**src/rtl/ysyx_22040895_wb_arbiter_if.sv**
```systemverilog
// Bus bundle between the three writeback sources, the regfile write port and decode hazard logic.
// The arbiter sits on the slave modport; the sources, regfile and decode side share the master modport.
interface ysyx_22040895_wb_arbiter_if #(
  parameter int XLEN = 64,
  parameter int AW   = 5
);
  logic                flush_i;
  logic [2:0]          req_valid_i;
  logic [2:0]          req_ready_o;
  logic [3*AW-1:0]     req_waddr_i;
  logic [3*XLEN-1:0]   req_wdata_i;
  logic                we_o;
  logic [AW-1:0]       waddr_o;
  logic [XLEN-1:0]     wdata_o;
  logic [AW-1:0]       raddr1_i;
  logic [AW-1:0]       raddr2_i;
  logic                pend_hit1_o;
  logic                pend_hit2_o;
  logic [2:0]          urgent_o;

  modport slave (
    input  flush_i, req_valid_i, req_waddr_i, req_wdata_i, raddr1_i, raddr2_i,
    output req_ready_o, we_o, waddr_o, wdata_o, pend_hit1_o, pend_hit2_o, urgent_o
  );

  modport master (
    output flush_i, req_valid_i, req_waddr_i, req_wdata_i, raddr1_i, raddr2_i,
    input  req_ready_o, we_o, waddr_o, wdata_o, pend_hit1_o, pend_hit2_o, urgent_o
  );
endinterface

```
**src/rtl/ysyx_22040895_wb_arbiter.sv**
```systemverilog
// Round-robin arbiter with a starvation guard that shares one regfile write port among EXU/LSU/CSR.
// The winning write is registered and drives the port one cycle later; pend_hit flags feed decode.
module ysyx_22040895_wb_arbiter #(
  parameter int XLEN     = 64,
  parameter int AW       = 5,
  parameter int MAX_WAIT = 7
) (
  input  logic clk,
  input  logic rst,
  ysyx_22040895_wb_arbiter_if.slave bus
);

  localparam int         NSRC     = 3;
  localparam logic [3:0] WAIT_MAX = 4'(MAX_WAIT);

  typedef enum logic [1:0] {
    SRC_EXU = 2'd0,
    SRC_LSU = 2'd1,
    SRC_CSR = 2'd2
  } src_e;

  function automatic src_e next_src(input src_e s);
    case (s)
      SRC_EXU: return SRC_LSU;
      SRC_LSU: return SRC_CSR;
      default: return SRC_EXU;
    endcase
  endfunction

  src_e              rr_ptr_q, rr_ptr_d;
  logic [3:0]        wait_cnt_q [NSRC];
  logic [3:0]        wait_cnt_d [NSRC];
  logic [NSRC-1:0]   urgent_q, urgent_d;
  logic              we_q, we_d;
  logic [AW-1:0]     waddr_q, waddr_d;
  logic [XLEN-1:0]   wdata_q, wdata_d;

  src_e              cand [NSRC];
  logic [NSRC-1:0]   urgent_valid;
  logic [NSRC-1:0]   grant;
  logic              grant_any;
  src_e              grant_src;
  logic [AW-1:0]     sel_waddr;
  logic [XLEN-1:0]   sel_wdata;

  // Grant selection: urgent sources first (lowest index), else scan from rr_ptr.
  // NOTE: every variable in an always_comb gets a default first, otherwise a latch is inferred.
  always_comb begin
    cand[0]      = rr_ptr_q;
    cand[1]      = next_src(rr_ptr_q);
    cand[2]      = next_src(cand[1]);
    urgent_valid = urgent_q & bus.req_valid_i;
    grant_any    = 1'b0;
    grant_src    = SRC_EXU;
    grant        = '0;

    if (rst) begin
      if (|urgent_valid) begin
        grant_any = 1'b1;
        if (urgent_valid[0])      grant_src = SRC_EXU;
        else if (urgent_valid[1]) grant_src = SRC_LSU;
        else                      grant_src = SRC_CSR;
      end else begin
        // Walk the scan order backwards so the earliest valid candidate wins.
        for (int k = NSRC - 1; k >= 0; k--) begin
          if (bus.req_valid_i[cand[k]]) begin
            grant_any = 1'b1;
            grant_src = cand[k];
          end
        end
      end
    end

    if (grant_any) grant[grant_src] = 1'b1;
  end

  always_comb begin
    sel_waddr = bus.req_waddr_i[int'(grant_src)*AW +: AW];
    sel_wdata = bus.req_wdata_i[int'(grant_src)*XLEN +: XLEN];

    rr_ptr_d = grant_any ? next_src(grant_src) : rr_ptr_q;

    for (int i = 0; i < NSRC; i++) begin
      if (bus.req_valid_i[i] && !grant[i]) begin
        wait_cnt_d[i] = (wait_cnt_q[i] >= WAIT_MAX) ? WAIT_MAX : wait_cnt_q[i] + 4'd1;
      end else begin
        wait_cnt_d[i] = 4'd0;
      end
      urgent_d[i] = (wait_cnt_d[i] == WAIT_MAX);
    end

    // x0 and flushed writes are still accepted from the source; only the enable is dropped.
    we_d    = grant_any && !bus.flush_i && (sel_waddr != '0);
    waddr_d = grant_any ? sel_waddr : waddr_q;
    wdata_d = grant_any ? sel_wdata : wdata_q;
  end

  // NOTE: sequential state uses non-blocking assignments so every flop samples pre-edge values.
  always_ff @(posedge clk or negedge rst) begin
    if (!rst) begin
      rr_ptr_q <= SRC_EXU;
      urgent_q <= '0;
      we_q     <= 1'b0;
      waddr_q  <= '0;
      wdata_q  <= '0;
      // NOTE: the wait counters are an array but must be reset, since urgent_o is derived from them.
      for (int i = 0; i < NSRC; i++) wait_cnt_q[i] <= 4'd0;
    end else begin
      rr_ptr_q <= rr_ptr_d;
      urgent_q <= urgent_d;
      we_q     <= we_d;
      waddr_q  <= waddr_d;
      wdata_q  <= wdata_d;
      for (int i = 0; i < NSRC; i++) wait_cnt_q[i] <= wait_cnt_d[i];
    end
  end

  assign bus.req_ready_o = grant;
  assign bus.urgent_o    = urgent_q;
  assign bus.we_o        = we_q;
  assign bus.waddr_o     = waddr_q;
  assign bus.wdata_o     = wdata_q;
  assign bus.pend_hit1_o = we_q && (waddr_q == bus.raddr1_i) && (bus.raddr1_i != '0);
  assign bus.pend_hit2_o = we_q && (waddr_q == bus.raddr2_i) && (bus.raddr2_i != '0);

  a_ready_onehot: assert property (@(posedge clk) disable iff (!rst)
    $onehot0(bus.req_ready_o));
  a_ready_needs_valid: assert property (@(posedge clk) disable iff (!rst)
    (bus.req_ready_o & ~bus.req_valid_i) == '0);

endmodule
```
**src/flat_wrapper.sv**
```systemverilog
// flat-port wrapper written by rule: the top's interface ports become plain ports
module ysyx_22040895_wb_arbiter_flat 
#(
  parameter int XLEN     = 64,
  parameter int AW       = 5,
  parameter int MAX_WAIT = 7
)
  (clk, rst, bus_flush_i, bus_req_valid_i, bus_req_waddr_i, bus_req_wdata_i, bus_raddr1_i, bus_raddr2_i, bus_req_ready_o, bus_we_o, bus_waddr_o, bus_wdata_o, bus_pend_hit1_o, bus_pend_hit2_o, bus_urgent_o);
  ysyx_22040895_wb_arbiter_if #(.XLEN(XLEN), .AW(AW)) bus_i ();
  input  logic clk;
  input  logic rst;
  input wire logic [$bits(bus_i.flush_i)-1:0] bus_flush_i;
  input wire logic [$bits(bus_i.req_valid_i)-1:0] bus_req_valid_i;
  input wire logic [$bits(bus_i.req_waddr_i)-1:0] bus_req_waddr_i;
  input wire logic [$bits(bus_i.req_wdata_i)-1:0] bus_req_wdata_i;
  input wire logic [$bits(bus_i.raddr1_i)-1:0] bus_raddr1_i;
  input wire logic [$bits(bus_i.raddr2_i)-1:0] bus_raddr2_i;
  output wire logic [$bits(bus_i.req_ready_o)-1:0] bus_req_ready_o;
  output wire logic [$bits(bus_i.we_o)-1:0] bus_we_o;
  output wire logic [$bits(bus_i.waddr_o)-1:0] bus_waddr_o;
  output wire logic [$bits(bus_i.wdata_o)-1:0] bus_wdata_o;
  output wire logic [$bits(bus_i.pend_hit1_o)-1:0] bus_pend_hit1_o;
  output wire logic [$bits(bus_i.pend_hit2_o)-1:0] bus_pend_hit2_o;
  output wire logic [$bits(bus_i.urgent_o)-1:0] bus_urgent_o;
  assign bus_i.flush_i = bus_flush_i;
  assign bus_i.req_valid_i = bus_req_valid_i;
  assign bus_i.req_waddr_i = bus_req_waddr_i;
  assign bus_i.req_wdata_i = bus_req_wdata_i;
  assign bus_i.raddr1_i = bus_raddr1_i;
  assign bus_i.raddr2_i = bus_raddr2_i;
  assign bus_req_ready_o = bus_i.req_ready_o;
  assign bus_we_o = bus_i.we_o;
  assign bus_waddr_o = bus_i.waddr_o;
  assign bus_wdata_o = bus_i.wdata_o;
  assign bus_pend_hit1_o = bus_i.pend_hit1_o;
  assign bus_pend_hit2_o = bus_i.pend_hit2_o;
  assign bus_urgent_o = bus_i.urgent_o;
  ysyx_22040895_wb_arbiter #(.XLEN(XLEN), .AW(AW), .MAX_WAIT(MAX_WAIT)) u_core (.clk(clk), .rst(rst), .bus(bus_i));
endmodule
```
**config.mk**
```make
export PLATFORM = sky130hd
export DESIGN_NAME = ysyx_22040895_wb_arbiter_flat
export DESIGN_NICKNAME = d
export VERILOG_FILES = /design/src/rtl/ysyx_22040895_wb_arbiter_if.sv /design/src/rtl/ysyx_22040895_wb_arbiter.sv /design/src/flat_wrapper.sv
export SDC_FILE = /design/constraint.sdc
export NUM_CORES = 1
export LEC_CHECK = 0
export CORE_ASPECT_RATIO = 0.75
export CORE_MARGIN = 3
export CORE_UTILIZATION = 38
export DETAILED_ROUTE_END_ITERATION = 10
export PLACE_DENSITY = 0.94
export SLEW_MARGIN = 15
export SYNTH_ARGS = -nofsm -noshare
export SYNTH_HDL_FRONTEND = slang
export SYNTH_SLANG_ARGS = --single-unit
```
**constraint.sdc**
```tcl
create_clock -name clk -period 3.8 [get_ports clk]
set_clock_uncertainty 0.15 [all_clocks]
set_input_delay 0.38 -clock clk [delete_from_list [all_inputs] [get_ports clk]]
set_output_delay 0.38 -clock clk [all_outputs]
set_load 0.05 [all_outputs]
```
==> flow_results.org <==
** Outcome
- The flow ran to the end, and the final reports show no timing, DRC or antenna violations.

** STA
- Based on the critical path, the design can be clocked at up to 310.4 MHz.
- The final hold violation count was 0.
- The final critical path takes up 84.79% of the cycle.
- Setup slack on the critical path of the routed design comes to 0.5780 ns.
- Headroom to the max-slew limit came out at 43.72%.
- The final number of max-transition violations is 0.
- Setup repair after global routing left no endpoint under its margin.
- Total negative slack for setup checks :: 0 ns
- For the pin with the worst max-slew slack, the measured transition is 0.8428 ns.
- Final setup fails :: 0
- Clock period minus worst slack :: 3.222 ns

** CTS
- Cells resized by post-CTS repair :: 0
- Max Root-Sink Buffers :: 2
- The H-tree generated during clock tree synthesis spans 3 levels.
- The tree is rooted in a sky130_fd_sc_hd__clkbuf_16.
- TritonCTS built the clock tree.
- Clock transition at path regs :: 0.06 ns
- Skew-Pair Late Insertion Delay :: 0.33 ns
- Clock Sinks :: 87
- TritonCTS buffer count :: 9

** Worst setup path
- In this run the register-to-register setup slack is 1.25 ns.
- Largest fanout on the critical path :: 37
- Startpoint Class :: input port
- The worst setup path is captured at a primary output.
- Data required time of the critical path :: 3.27 ns
- At the worst endpoint, the arrival time is 2.69 ns.
- Path type of the worst setup path :: in2out

** Detailed routing
- In the routed layout, each cell is associated on average with a via count of 5.694.
- The first detailed-routing pass took 5 iterations.
- After detailed routing, the average wire length per cell comes to 20.65 microns.
- Detailed routing inserted a total of 4629 vias.
- In the routed design, unresolved DRC markers number 0.
- Drt initial violations :: 303
- Antenna-violating nets left :: 0
- Total Wirelength :: 16790 microns

** Layout
- Most frequent cells in the layout :: 296 x sky130_fd_sc_hd__clkdlybuf4s50_1, 87 x sky130_fd_sc_hd__dfrtp_1, 51 x sky130_fd_sc_hd__a22o_1, 51 x sky130_fd_sc_hd__a221o_1, 18 x sky130_fd_sc_hd__o21ai_1
- Finished Cell Area :: 7730 sq um
- 0 antenna diodes ended up in the layout.
- After filler insertion, the fill cell instance count of the layout stands at 772.
- Sequential cell area in the final layout :: 2177 sq um
- The finished layout holds 813 standard cells, fillers aside.
- The library cell used most frequently in the layout, excluding fill and tap cells, is sky130_fd_sc_hd__clkdlybuf4s50_1.
- Layout cells sized above 1 :: 5.349%
- Summing all multi-input logic gate instances after layout gives 1951 sq um.
- Net count reported at finish :: 894
- From synthesis to final layout, the design area changed by 78.76%.

** Placed design
- Port buffer count :: 300
- Summing all placed instances gives a cell area of 7411 sq um.
- OpenSTA, run right after detailed placement, puts the worst setup slack at 0.7556 ns.
- Post-DP HPWL :: 12940 microns
- Routability-driven placement congestion ratio :: 0.9091
- Number of cells after detailed placement :: 796

** Die
- I/O pins :: 301
- Num rows :: 33
- The die covers 12710 sq um.
- The die is 98.38 microns tall.
- Die width :: 129.2 microns
- For this configuration, the core starts out at a cell density of 39.22%.
- In this run the standard cell core region covers 11020 sq um.

** Power and ir drop
- Power Dens Cells :: 472.9 nW/um^2
- Worst IR drop on VDD :: 0.0002606 V
- Total power after layout :: 0.003656 W
- P_leak :: 3.178 nW

** Synthesis
- The cell area that synthesis handed to floorplanning was 4324 sq um.
- Synthesized instance count :: 379
- After synthesis, the mean cell area works out to 11.41 sq um.
- The Yosys step of the flow raised 0 warnings.
- Fraction of synthesized cell area taken by the top area cell type :: 50.35%
- Library cell occupying the most area in the post-synthesis netlist :: sky130_fd_sc_hd__dfrtp_1
- Post-synthesis net count :: 605
- Synth top area cells :: sky130_fd_sc_hd__dfrtp_1 50%, sky130_fd_sc_hd__a221o_1 12%, sky130_fd_sc_hd__a22o_1 10%
- Post-synth cell types :: 40
- Counting flops and latches in the post-synthesis netlist gives 87.
- The share of the Yosys chip area taken by registers is 50.35%.

** Global route
- First-pass GRT wire length :: 25500 microns
- Overall track demand over capacity in global routing :: 25.58%
- Global routing finished with a remaining overflow of 0.
- Entering global routing, the biggest net connects 59 pins.
- Vias in the first global route :: 4835
- Number of antenna violations at the first check in global routing :: 0

** Worst hold path
- Hold WC Path Type :: reg2reg

** Flow run
- Max-cap violation count :: 0
flip-flops by register name, summed over array words and instances, names as in the netlist:
name	count
u_core.rr_ptr_q	2
u_core.bus.wdata_o	64
u_core.bus.urgent_o	3
u_core.wait_cnt_q	12
u_core.bus.we_o	1
u_core.bus.waddr_o	5
Yosys cell counts, drive strengths merged:
cell	n
nand2	16
a221o	51
nor3	9
a21oi	9
xnor2	2
maj3	3
inv	6
a21boi	1
and2	1
nand3	2
and3	17
nand4	2
buf	15
o311a	2
nor2	15
a31oi	2
nor4	5
o21ai	19
dfrtp	87
a22oi	9
o311ai	1
a22o	51
nor2b	3
o31ai	1
a211o	1
clkbuf	17
a21o	3
a311oi	1
ha	3
a221oi	15
or3	2
xor2	6
nand2b	2
timing repair:
action | in CTS | in global routing
hold buffers | 1 | 0
hold endpoints to repair | 32 | 0
setup buffers | 0 | 0
layer usage:
metal  global-route usage, %  vias up  wire [microns]
li1                        -     2112               -
met1                   29.91     2251            6341
met2                   47.29      230            8970
met3                   5.631       36            1112
met4                   6.295        0             361
met5                       0        -               0
area by class of cell:
class	instances	share of cell area, %
repair buffers	310	40.05
flip-flops and latches	87	28.16
multi-input cells	254	25.23
clock buffers	10	3.092
well taps	140	2.266
clock inverters	6	0.9064
inverters	6	0.2914
final timing paths:
| path | from | end | cells after the start |
|---|---|---|---|
| max | rst | bus_req_ready_o[0] | 7 |
| min | u_core.bus.wdata_o[19] | u_core.bus.wdata_o[19] | 2 |
| max reg2reg | u_core.rr_ptr_q[0] | u_core.bus.we_o | 6 |
| min reg2reg | u_core.bus.wdata_o[19] | u_core.bus.wdata_o[19] | 2 |
| max in group asynchronous | rst | u_core.bus.wdata_o[55] | 3 |
| min in group asynchronous | rst | u_core.wait_cnt_q[11] | 2 |
report_power, final:
part / switching, W / internal (W)
registers: 0.000118 / 0.00109
logic: 0.000904 / 0.000656
clock network: 0.000363 / 0.000529
total: 0.00138 / 0.00227
logic make-up (layout without fill, tap and decap cells):
| group | Yosys count | in the layout | synth area share [%] |
|---|---|---|---|
| fa+ha+maj | 6 | 6 | 1.563 |
| compound gates | 166 | 166 | 32.84 |
| xor+xnor | 8 | 8 | 1.620 |
| simple gates | 74 | 74 | 8.970 |
| buf+inv | 38 | 332 | 4.658 |
| flops | 87 | 87 | 50.35 |
critical path, stage by stage:
cell,delay (ns)
sky130_fd_sc_hd__dlygate4sd3_1,0.55
sky130_fd_sc_hd__buf_4,0.41
sky130_fd_sc_hd__a21boi_1,0.32
sky130_fd_sc_hd__o311a_1,0.24
sky130_fd_sc_hd__and2_4,0.45
sky130_fd_sc_hd__nor3_4,0.10
sky130_fd_sc_hd__buf_4,0.22
through the flow:
step	hold slack, ns	util [%]
after CTS	0.3418	70.12
final	0.3391	70.12
after global placement	0.2087	67.22
after detailed placement	0.2164	67.22
after floorplan	-0.06559	-
after global routing	0.3674	70.12
No activity file was read; power rests on OpenSTA's default activity.
